$ cat config.mk
export PLATFORM = sky130hd
export DESIGN_NAME = mdu_iter
export DESIGN_NICKNAME = d
export VERILOG_FILES = /design/src/rtl/mdu_pkg.sv /design/src/rtl/mdu_div_step.sv /design/src/rtl/mdu_iter.sv
export SDC_FILE = /design/constraint.sdc
export NUM_CORES = 1
export LEC_CHECK = 0
export CAP_MARGIN = 40
export CORE_MARGIN = 5
export CORE_UTILIZATION = 47
export DETAILED_ROUTE_END_ITERATION = 10
export HOLD_SLACK_MARGIN = 0.1
export REMOVE_ABC_BUFFERS = 1
export SLEW_MARGIN = 20
export SYNTH_ARGS = -nofsm -noshare
export SYNTH_HDL_FRONTEND = slang
export SYNTH_HIERARCHICAL = 1
export SYNTH_SLANG_ARGS = --single-unit
$ cat constraint.sdc
create_clock -name CLK -period 16.27 [get_ports CLK]
set_clock_uncertainty 0.05 [all_clocks]
set_input_delay 4.881 -clock CLK [delete_from_list [all_inputs] [get_ports CLK]]
set_output_delay 4.881 -clock CLK [all_outputs]
set_load 0.005 [all_outputs]
$ cat src/rtl/mdu_pkg.sv
// mdu_pkg: shared op encodings, FSM states and special-case result constants for mdu_iter
package mdu_pkg;
  localparam logic [2:0] F_MUL    = 3'b000;
  localparam logic [2:0] F_MULH   = 3'b001;
  localparam logic [2:0] F_MULHSU = 3'b010;
  localparam logic [2:0] F_MULHU  = 3'b011;
  localparam logic [2:0] F_DIV    = 3'b100;
  localparam logic [2:0] F_DIVU   = 3'b101;
  localparam logic [2:0] F_REM    = 3'b110;
  localparam logic [2:0] F_REMU   = 3'b111;
  typedef enum logic [1:0] {IDLE, CALC, FIX, DONE} state_t;
  localparam logic [63:0] ONES = '1;
  function automatic logic [63:0] most_neg(input int w);
    return 64'd1 << (w - 1);
  endfunction
endpackage

$ cat src/rtl/mdu_div_step.sv
// mdu_div_step: one restoring-division iteration, shifting the next dividend bit into the remainder
module mdu_div_step #(
  parameter int WIDTH = 32
) (
  input  logic [WIDTH:0]   rem,
  input  logic [WIDTH-1:0] quo,
  input  logic [WIDTH-1:0] dvs,
  output logic [WIDTH:0]   rem_o,
  output logic [WIDTH-1:0] quo_o
);
  logic [WIDTH+1:0] sh;
  logic [WIDTH+1:0] diff;
  // trial subtract; restore when it goes negative
  always_comb begin
    sh = {rem, quo[WIDTH-1]};
    diff = sh - {2'b00, dvs};
    rem_o = diff[WIDTH+1] ? sh[WIDTH:0] : diff[WIDTH:0];
    quo_o = {quo[WIDTH-2:0], ~diff[WIDTH+1]};
  end
endmodule

$ cat src/rtl/mdu_iter.sv
// mdu_iter: iterative RV32M multiply/divide unit; define MDU_FAST_MUL_EN for single-step multiplies
module mdu_iter
  import mdu_pkg::*;
#(
  parameter int WIDTH = 32
) (
  input  logic             CLK,
  input  logic             RST,
  input  logic             start,
  input  logic [2:0]       funct3,
  input  logic [WIDTH-1:0] op_a,
  input  logic [WIDTH-1:0] op_b,
  output logic             busy,
  output logic             done,
  output logic [WIDTH-1:0] result
);
  localparam int CW = $clog2(WIDTH);
  localparam int W2 = 2 * WIDTH;
  localparam logic [WIDTH-1:0] ALL1 = WIDTH'(ONES);
  localparam logic [WIDTH-1:0] MNEG = WIDTH'(most_neg(WIDTH));
  state_t state, state_d;
  logic acc, take, fast, na, nb, spec_in, b_zero, ovf;
  logic [WIDTH-1:0] ma_in, mb_in, spec_val;
  logic [2:0] f3;
  logic sa, sb, spec;
  logic [WIDTH-1:0] ma, mb, spec_res, quo, quo_n, quo_c, rem_c, res_d;
  logic [CW-1:0] cnt;
  logic [W2-1:0] p, prod, prod_c;
  logic [WIDTH:0] rem, rem_n, sum;
  assign take = state == IDLE && start && !acc;
  assign busy = acc || state != IDLE;
  assign done = state == DONE;
`ifdef MDU_FAST_MUL_EN
  assign fast = !f3[2];
  assign prod = W2'(ma) * W2'(mb);
`else
  assign fast = 1'b0;
  assign prod = p;
`endif
  // operand decode at accept: signedness, magnitudes and special-case detection
  always_comb begin
    na = (funct3 == F_MULH || funct3 == F_MULHSU || funct3 == F_DIV || funct3 == F_REM) && op_a[WIDTH-1];
    nb = (funct3 == F_MULH || funct3 == F_DIV || funct3 == F_REM) && op_b[WIDTH-1];
    ma_in = na ? -op_a : op_a;
    mb_in = nb ? -op_b : op_b;
    b_zero = op_b == '0;
    ovf = (funct3 == F_DIV || funct3 == F_REM) && op_a == MNEG && op_b == ALL1;
    spec_in = funct3[2] && (b_zero || ovf);
    spec_val = b_zero ? (funct3[1] ? op_a : ALL1) : (funct3[1] ? '0 : op_a);
  end
  // next-state logic
  always_comb begin
    state_d = state;
    case (state)
      IDLE: state_d = acc ? ((spec || fast) ? DONE : CALC) : IDLE;
      CALC: state_d = cnt == CW'(WIDTH - 1) ? FIX : CALC;
      FIX:  state_d = DONE;
      DONE: state_d = IDLE;
      default: state_d = IDLE;
    endcase
  end
  // shift-add step and sign correction / half selection for the final result
  always_comb begin
    sum = {1'b0, p[W2-1:WIDTH]} + (p[0] ? {1'b0, ma} : '0);
    prod_c = (sa ^ sb) ? -prod : prod;
    quo_c = (sa ^ sb) ? -quo : quo;
    rem_c = sa ? -rem[WIDTH-1:0] : rem[WIDTH-1:0];
    res_d = spec ? spec_res : f3[2] ? (f3[1] ? rem_c : quo_c) : (f3[1:0] == 2'b00 ? prod_c[WIDTH-1:0] : prod_c[W2-1:WIDTH]);
  end
  mdu_div_step #(.WIDTH(WIDTH)) u_step (
    .rem(rem),
    .quo(quo),
    .dvs(mb),
    .rem_o(rem_n),
    .quo_o(quo_n)
  );
  // state register
  always_ff @(posedge CLK) begin
    if (RST) state <= IDLE;
    else state <= state_d;
  end
  // operand capture, iteration datapath and result register
  always_ff @(posedge CLK) begin
    if (RST) begin
      acc <= 1'b0;
      cnt <= '0;
      result <= '0;
    end else begin
      acc <= take;
      if (take) begin
        f3 <= funct3;
        sa <= na;
        sb <= nb;
        ma <= ma_in;
        mb <= mb_in;
        spec <= spec_in;
        spec_res <= spec_val;
        cnt <= '0;
        p <= {{WIDTH{1'b0}}, mb_in};
        rem <= '0;
        quo <= ma_in;
      end
      if (state == CALC) begin
        cnt <= cnt + 1'b1;
        p <= {sum, p[WIDTH-1:1]};
        rem <= rem_n;
        quo <= quo_n;
      end
      if (state_d == DONE && state != DONE) result <= res_d;
    end
  end
endmodule

# Word level (Yosys, flattened, before mapping)
# Cells that the tools add are included.
[totals]
regBits = 271
in_bits = 70
output_inout_bits = 34
word_cells = 87
[op_classes]
addsub = 8
n_eq_ne = 12
mux = 26
n_bitwise = 3
n_reduce_logical = 24
[ops]
columns = ["operator", "count"]
rows = [
  ["$mux W32", 14],
  ["$mux W64", 3],
  ["$neg A32 Y32", 4],
  ["$mux W33", 3],
  ["$eq A32 B32 Y1 const B", 2],
  ["$neg A64 Y64", 1],
  ["$sub A34 B32 Y34", 1],
  ["$add A32 B32 Y33", 1],
  ["$logic_not A32 Y1", 1],
  ["$mux W5", 2],
  ["$logic_and A1 B1 Y1", 8],
  ["$logic_or A1 B1 Y1", 8],
  ["$pmux W2 S4", 1],
  ["$eq A2 B2 Y1 const B", 3],
  ["$eq A3 B3 Y1 const B", 2],
  ["$mux W2", 3],
  ["$add A5 B1 Y5 const B", 1],
  ["$eq A5 B5 Y1 const B", 1],
  ["$logic_not A2 Y1", 2],
  ["$reduce_and A2 Y1", 2],
  ["$reduce_bool A2 Y1", 2],
  ["$eq A3 B1 Y1 const B", 1],
  ["$eq A3 B2 Y1 const B", 1],
  ["$eq A2 B1 Y1 const B", 1],
  ["4 further kinds", 5],
]

# Logic depth before layout (Yosys ltp)
# Gate-level depths: netlist of the first run.
[depth]
ltp_word = 8
ltp_mapped = 15
mapped_depth_nobuf = 13

# Modules after synthesis
# The synthesis of the first run kept the hierarchy.
[modules_own_cells]
columns = ["module", "n_inst", "cells_each", "area_per_inst_um2", "seq_area_each_um2"]
rows = [
  ["mdu_iter", 1, 1768, 17265.3, 7737.4],
  ["mdu_div_step", 1, 337, 2446.1, 0.0],
]

# Worst setup path after synthesis of the first run
# OpenSTA, ideal clock, no wires.
[synth_timing]
path_kind = "input -> register"
start = "in RST"
end = "reg p[0], enable pin"
setup_time_ps = 619
t_arrival_ps = 10666
required_ps = 15601
path_slack_ps = 4934
stages = 3
path_buffers = 2
cell_sequence = "clkbuf_1 > clkbuf_1 > nor2_1"
[synth_via]
elab_chain_len = 2
[synth_lines]
columns = ["item", "line", "text"]
rows = [
  ["start: declaration", "mdu_iter.sv:8", "input logic RST,"],
  ["$not A1 Y1 (no line)", "-", ""],
  ["$reduce_and A2 Y1 (no line)", "-", ""],
  ["end signal: assignment", "mdu_iter.sv:99", "p <= {{WIDTH{1'b0}}, mb_in};"],
  ["end signal: assignment", "mdu_iter.sv:105", "p <= {sum, p[WIDTH-1:1]};"],
  ["end: declaration", "mdu_iter.sv:28", "logic [W2-1:0] p, prod, prod_c;"],
]
# Every way passes these cells.
# A chain may end at the register's enable or synchronous reset.

# Final worst setup path of the first run
[layout_timing]
start = "in op_a[0]"
end = "reg quo[30] (data pin)"
[layout_via]
elab_chain_len = 4
[layout_lines]
columns = ["item", "line", "text"]
rows = [
  ["start: declaration", "mdu_iter.sv:11", "input logic [WIDTH-1:0] op_a,"],
  ["$neg A32 Y32", "mdu_iter.sv:44", "ma_in = na ? -op_a : op_a;"],
  ["$mux W32", "mdu_iter.sv:44", ""],
  ["net ma_in[30]", "mdu_iter.sv:23", "logic [WIDTH-1:0] ma_in, mb_in, spec_val;"],
  ["$mux W32", "mdu_iter.sv:90", "if (take) begin"],
  ["$mux W32", "mdu_iter.sv:103", "if (state == CALC) begin"],
  ["end signal: assignment", "mdu_iter.sv:101", "quo <= ma_in;"],
  ["end signal: assignment", "mdu_iter.sv:107", "quo <= quo_n;"],
  ["end: declaration", "mdu_iter.sv:26", "logic [WIDTH-1:0] ma, mb, spec_res, quo, quo_n, quo_c, rem_c, res_d;"],
]
# The timed path passes the listed nets, and every way through them passes these cells. The select of a mux whose other input is x is not followed.

==> results.cfg, run 1 <==
[placed_design]
place_hpwl_um = 47700
place_congestion = 0.988
port_buffers = 103
dp_slack_ps = 7890
dpl.cell_count = 2647
dpl-instance-area_sq_um = 21200

[clock_tree]
cts_tree = built
hold_buffers = 0
clockBufferDepth = 3
clk_latency_ps = 550
clk_pin_slew_ps = 60
clkSinkCount = 271
clockRootBuffer = clkbuf_16
cts_resized = 0
htree_levels = 2
cts_setup_buffers = 0
cts_buffers = 34

[synthesis]
synth_compound_area_share_pct = 17.4
synth-simple-area-share_pct = 18.7
ys.flop_type = edfxtp_1
ys_types = 83
synth_edf_count = 231
synth-xor-area-share_pct = 9.60
synthAdderAreaFrac_pct = 6.40
postSynth.asyncResetShare_pct = 0
syn-instance-count = 2105
syn_area_per_cell_sq_um = 9.36
synth.cell_area_sq_um = 19700
ys_ff_latch = 271
seq_area_frac_synth_pct = 39.3
synth_top_family_by_area = simple AND/OR/NAND/NOR gates
synth.area.mux_share_pct = 3.79
yosysWarnings = 6

[power_and_ir_drop]
power.switching_mw = 0.728
p_comb_share_pct = 25.6
seqPwrFrac_pct = 40.0
switching_share_pct = 32.1
p_clk_share_pct = 34.4
p_per_area_nw_per_um2 = 102
finalPower_mw = 2.27
ir_worst_vdd_v = 0.0000813
intPower_mw = 1.54
leakagePower_nw = 8.18

[critical_path]
arrival_ps = 8200
crit_fanout = 5
r2r-end = rem[5]
r2r_slack_ps = 12040
reg2reg_from = rem[13]
end_kind = register
r2r_cells = 11
cp-startpoint = op_a[0]
cp-start-kind = input pin
critical_path_class = input pin to register
worstPathRequired_ps = 16510

[finish]
final_common_cell = nor2_1
fin_cells = 2710
syn2layout_area_growth_pct = 13.1
fill_cells = 3812
layout_common_cells = 242 x nor2_1, 231 x edfxtp_1, 125 x a21oi_1, 108 x xor2_1, 105 x xnor2_1
fin_area_sq_um = 22300
diodes = 0
final_core_util_pct = 53.4
finish.net_count = 2289
drive_gt1_share_pct = 7.60

[floorplanning]
ios = 104
start_util_pct = 47.2
die_w_um = 215
coreArea_sq_um = 41800
die_h_um = 215
rows = 75
die_area_sq_um = 46100

[global_routing]
antenna_found_initial = 1
grt_max_degree = 67
grt_pass1_vias = 16300
grt_use_total_pct = 26.9
overflow = 0
grt_pass1_wl_um = 98200

[routing]
num_vias = 16900
via_per_inst = 6.25
drt_iter0_markers = 1788
wl_um = 64400
ant_nets = 0
remaining_drc_errors = 0
dr.pass1.iters = 7
wire_per_inst_um = 23.8

[timing]
slew_headroom_pct = 37.2
rsz0062_at_grt = false
tightest_slew_ps = 933
finalSetupTns_ps = 0
layout_min_cycle_time_ps = 7960
finalWorstSetupSlack_ps = 8310
drv_slew = 0
fin_crit_sh_pct = 48.9
hold_viol_final = 0
fmax_mhz = 126
hold_ws_ps = 400
setup_viol = 0

[worst_hold_path]
hp-start = result[5]
worstHoldPathCells = 2
min_to = result[5]
worstHoldPathType = register to register

[run_status]
status = finished, final reports clean

[run]
maxCapViolCount = 0
[per-layer routing]
layer | global-route usage, % | wire (um) | vias to the layer above
li1 | - | - | 7861
met1 | 37.8 | 28600 | 8247
met3 | 4.22 | 4460 | 116
met2 | 42.9 | 29400 | 699
met5 | 0 | 11 | -
met4 | 8.16 | 1930 | 2
[logic make-up (layout without fill, tap and decap cells)]
group                      count (synthesis)  count (layout)
adders and majority gates                106             106
AOI/OAI and AO/OA                        509             509
and+or+nand+nor                          722             722
DFF                                      271             271
muxes                                     68              68
buffers and inverters                    213             279
xor gates and xnor gates                 216             216
[power by group through the flow]
stage	logic [mW]	clock network, mW	registers, mW
after floorplan	0.395	0	0.900
after global placement	0.555	0	0.923
after detailed placement	0.572	0	0.922
after CTS	0.576	0.794	0.907
after global routing	0.636	0.818	0.914
final	0.581	0.781	0.908
[critical path: stages]
cell,delay [ps]
clkdlybuf4s50_1,490
inv_1,110
ha_1,190
nor4b_1,680
nand4_1,380
nand2b_1,380
nor2_1,490
a21oi_1,160
xor2_1,180
mux2_2,270
[state kept, by name, summed over array words and instances, names as in the netlist]
name      count
mb           32
p            64
spec_res     32
quo          32
cnt           5
sa            1
acc           1
ma           32
rem          33
sb            1
f3            3
state         2
result       32
spec          1
[worst max path at each step]
stage,slack [ps],cells after the start,endpoint
floorplan,5030,2,p[0]
global placement,7990,8,p[29]
detailed placement,7890,10,quo[30]
CTS,8440,10,quo[30]
global route,8140,10,quo[26]
finish,8310,10,quo[30]
[synthesized netlist by cell type (8+ instances only)]
cell type,n,area (sq um)
a211oi_1,22,165
a21o_1,42,315
a21oi_1,125,626
a311oi_1,8,70.1
a31oi_1,21,131
a41oi_1,9,78.8
and2_1,73,457
and3_1,20,125
buf_4,34,255
clkbuf_1,88,330
dfxtp_1,40,801
edfxtp_1,231,6940
ha_1,72,901
inv_1,77,289
maj3_1,32,320
mux2_1,20,225
mux2_2,33,372
mux2i_1,15,150
nand2_1,103,387
nand2b_1,19,119
nand3_1,20,100
nand4_1,28,175
nor2_1,245,920
nor2b_1,15,93.8
nor3_1,71,355
nor4_1,32,200
o211ai_1,16,120
o21a_1,14,105
o21ai_0,94,470
o221ai_1,12,105
o31ai_1,41,308
o41ai_1,28,245
or2_2,11,68.8
or3_1,34,213
or4_1,16,120
xnor2_1,106,928
xor2_1,110,963
[cell type report]
cell class	count	area [sq um]	share of cell area [%]
clock buffers	46	916	4.11
clock inverters	16	204	0.915
inverters	78	293	1.31
multi-input cells	1621	11100	49.8
flip-flops and latches	271	7740	34.7
well taps	539	674	3.03
repair buffers	139	1370	6.12
No activity file was read; power rests on OpenSTA's default activity.
==> run 2: changes to the inputs <==
Settings changed: PLACE_DENSITY set to 0.67.
Clock period 16.27 ns to 7 ns, I/O delays scaled along.
==> results.cfg, run 2 (synthesis results as in run 1) <==
[floorplanning]
coreArea_sq_um = 41800
die_h_um = 215
ios = 104
start_util_pct = 47.2
die_w_um = 215
die_area_sq_um = 46100
rows = 75

[critical_path]
crit_fanout = 5
cpMaxStageDelayCell = nor4b_1
end_kind = register
cpPeakStageDelay_ps = 570
arrival_ps = 5220
crit_path_cell_trace = clkdlybuf4s50_1 -> inv_1 -> ha_1 -> nor4b_1 -> nand4_1 -> nand2b_1 -> nor2_1 -> a21oi_1 -> xor2_1 -> mux2_2
cp-start-kind = input pin
r2r_slack_ps = 2830
critical_path_class = input pin to register
worstPathRequired_ps = 7230

[timing]
hold_ws_ps = 401
setup_viol = 0
layout_min_cycle_time_ps = 4990
finalSetupTns_ps = 0
hold_viol_final = 0
tightest_slew_ps = 982
finalWorstSetupSlack_ps = 2010
rsz0062_at_grt = false
fmax_mhz = 200
slew_headroom_pct = 34.0
drv_slew = 0
fin_crit_sh_pct = 71.3

[power_and_ir_drop]
ir_worst_vdd_v = 0.000161
p_per_area_nw_per_um2 = 238
leakagePower_nw = 8.20

[finish]
layout_common_cells = 242 x nor2_1, 231 x edfxtp_1, 125 x a21oi_1, 108 x xor2_1, 105 x xnor2_1
largest-register = p
final_core_util_pct = 53.4
largest_register_ff_count = 64
syn2layout_area_growth_pct = 13.2
final_common_cell = nor2_1
diodes = 0
reg.largest.list = p (64), rem (33)
finish.net_count = 2288
drive_gt1_share_pct = 7.65

[routing]
wire_per_inst_um = 23.3
wl_um = 63200
dr.pass1.iters = 7
drt_iter0_markers = 1762
ant_nets = 0
num_vias = 17100
remaining_drc_errors = 0
via_per_inst = 6.30

[clock_tree]
clk_pin_slew_ps = 60
cts_buffers = 35
hold_buffers = 0
htree_levels = 2
clkSinkCount = 271
clockRootBuffer = clkbuf_16
cts_resized = 0
cts_tree = built
clockBufferDepth = 3
cts_setup_buffers = 0
clk_latency_ps = 540

[global_routing]
antenna_found_initial = 3
grt_pass1_wl_um = 96900
overflow = 0
grt_max_degree = 67
grt_pass1_vias = 16300
grt_use_total_pct = 26.5

[placed_design]
port_buffers = 103
dp_slack_ps = 1570
place_hpwl_um = 47000
place_congestion = 0.929

[run]
maxCapViolCount = 0

[run_status]
status = finished, final reports clean

[worst_hold_path]
worstHoldPathType = register to register
==> run 2: path summary, 6_finish.rpt <==
path,cells past startpoint,startpoint,endpoint
setup / recovery,10,op_a[0],quo[26]
hold / removal,2,result[5],result[5]
setup reg to reg,11,rem[7],rem[9]
hold reg to reg,2,result[5],result[5]
==> run 2: power breakdown <==
| part | leakage (nW) | internal, mW | switching (mW) |
|---|---|---|---|
| Clock | 0.583 | 1.14 | 0.724 |
| Sequential | 2.50 | 1.95 | 0.163 |
| Combinational | 5.12 | 0.561 | 0.785 |
==> run 2: stage by stage <==
stage	area [sq um]	std cells	total power, mW
6_report	22300	2709	5.32
5_1_grt	22300	2709	5.55
4_1_cts	22300	2708	5.33
3_5_place_dp	21100	2645	3.46
3_3_place_gp	21000	2638	3.42
2_1_floorplan	19000	1970	3.01
==> run 2: area by class of cell <==
type	instances	area, sq um
inverters	78	293
multi-input cells	1621	11100
flip-flops and latches	271	7740
clock buffers	51	1040
repair buffers	137	1340
well taps	539	674
fillers	3754	19400
clock inverters	12	138
==> run 2: layer usage <==
metal,wire length (um),global-route usage (%),share of wire [%]
met4,1540,6.87,2.4
met1,27800,37.2,44
met5,27,0,0.043
met2,29200,43.1,46
met3,4620,4.15,7.3
==> run 2: worst max-delay path: cells and delay by family <==
kind	cells	cell delay, ps
buffers and inverters	2	610
XOR/XNOR	1	180
AO/OA/AOI/OAI	1	150
multiplexers	1	270
AND/OR/NAND/NOR	4	1730
adder cells (fa/ha/maj)	1	190
==> run 3: changes to the inputs <==
Clock period 7 ns to 4.5 ns, I/O delays scaled along.
==> results.cfg, run 3 (synthesis results as in run 1) <==
[clock_tree]
clockRootBuffer = clkbuf_16
clk_latency_ps = 540
cts_resized = 0
hold_buffers = 0
cts_setup_buffers = 0
htree_levels = 2
clockBufferDepth = 3
cts_buffers = 35
clkSinkCount = 271
cts_tree = built
clk_pin_slew_ps = 60

[finish]
fin_area_sq_um = 22500
finish.net_count = 2316
largest-register = p
diodes = 0
largest_register_ff_count = 64
reg.largest.list = p (64), rem (33)
drive_gt1_share_pct = 8.65
layout_common_cells = 242 x nor2_1, 231 x edfxtp_1, 125 x a21oi_1, 108 x xor2_1, 105 x xnor2_1
final_core_util_pct = 53.9
fill_cells = 3762
final_common_cell = nor2_1
syn2layout_area_growth_pct = 14.3

[floorplanning]
die_area_sq_um = 46100
die_h_um = 215
die_w_um = 215
coreArea_sq_um = 41800
rows = 75
start_util_pct = 47.2
ios = 104

[global_routing]
grt_use_total_pct = 26.1
grt_max_degree = 66
grt_pass1_vias = 16300
overflow = 0
antenna_found_initial = 0
grt_pass1_wl_um = 95100

[worst_hold_path]
hp-start = result[5]
worstHoldPathCells = 2
min_to = result[5]
worstHoldPathType = register to register

[placed_design]
port_buffers = 103
dpl-instance-area_sq_um = 21400
place_hpwl_um = 46900
place_congestion = 0.973
dp_slack_ps = 141

[routing]
drt_iter0_markers = 1756
dr.pass1.iters = 7
via_per_inst = 6.23
wl_um = 62500
remaining_drc_errors = 0
wire_per_inst_um = 22.8
num_vias = 17000
ant_nets = 0

[timing]
hold_viol_final = 0
hold_ws_ps = 412
fin_crit_sh_pct = 86.8
layout_min_cycle_time_ps = 3910
slew_headroom_pct = 40.8
fmax_mhz = 256
setup_viol = 0
tightest_slew_ps = 881
rsz0062_at_grt = false
drv_slew = 0
finalWorstSetupSlack_ps = 592

[critical_path]
arrival_ps = 4140
r2r_slack_ps = 590
r2r-end = rem[7]
cpPeakStageDelay_ps = 500
r2r_cells = 11
cpMaxStageDelayCell = a211oi_2
crit_fanout = 39
reg2reg_from = rem[8]
cp-start-kind = register
cp-startpoint = rem[8]
end_kind = register
critical_path_class = register to register
worstPathRequired_ps = 4740
crit_path_cell_trace = ha_1 -> and3_1 -> or3b_1 -> a211oi_2 -> o31ai_1 -> and3_4 -> o31ai_4 -> xor2_4 -> buf_12 -> mux2_1 -> and2_1

[run]
maxCapViolCount = 0

[power_and_ir_drop]
finalPower_mw = 8.18
p_per_area_nw_per_um2 = 363
power.switching_mw = 2.58
ir_worst_vdd_v = 0.000210
p_comb_share_pct = 25.8
switching_share_pct = 31.6
p_clk_share_pct = 34.1
seqPwrFrac_pct = 40.1
leakagePower_nw = 8.32
intPower_mw = 5.59

[run_status]
status = finished, final reports clean
## run 3: cell count changes in the layout (fill, tap and decap cells not counted), sizes merged
cell / delta
inv: +1
clkinv: +1
buf: +28
clkbuf: -6
clkinvlp: +3
## run 3: metrics by stage
| step | setup TNS (ps) | std cells |
|---|---|---|
| global placement | 0 | 2671 |
| floorplan | -661790 | 1970 |
| finish | 0 | 2736 |
| global route | 0 | 2736 |
| detailed placement | 0 | 2672 |
| CTS | 0 | 2734 |
## run 3: how the worst max path moves through the flow
stage                    to  slack [ps]  depth (start not counted)
CTS                  rem[7]         640                         11
finish               rem[7]         590                         11
global route        rem[13]         350                         11
floorplan              p[0]       -5080                          3
global placement      p[28]         180                          8
detailed placement  quo[26]         140                         11
## run 3: per-layer routing
layer | track usage (%) | share of wire (%)
met5 | 0 | 0
met1 | 36.6 | 43
met2 | 41.2 | 45
met4 | 8.78 | 3.3
met3 | 4.40 | 8.0
## run 3: cell type report
cell class / instances / area (sq um) / area share, %
Multi-Input combinational cell: 1621 / 11100 / 49.2
Clock inverter: 17 / 169 / 0.750
Sequential cell: 271 / 7740 / 34.3
Clock buffer: 45 / 955 / 4.24
Tap cell: 539 / 674 / 2.99
Inverter: 78 / 293 / 1.30
Timing Repair Buffer: 165 / 1610 / 7.14
## run 3: critical path, delay by kind of cell, from the launching register on
family	cells	cell delay (ps)
AO/OA/AOI/OAI	3	910
XOR/XNOR	1	190
adder cells (fa/ha/maj)	1	440
buffers and inverters	1	250
flip-flops	1	490
multiplexers	1	350
AND/OR/NAND/NOR	4	960
## run 3: power groups by stage
stage	clock, mW	sequential, mW	combinational [mW]
2_1_floorplan	0	3.25	1.43
3_3_place_gp	0	3.32	2.05
3_5_place_dp	0	3.32	2.08
4_1_cts	2.83	3.27	2.09
5_1_grt	2.92	3.29	2.31
6_report	2.79	3.28	2.11
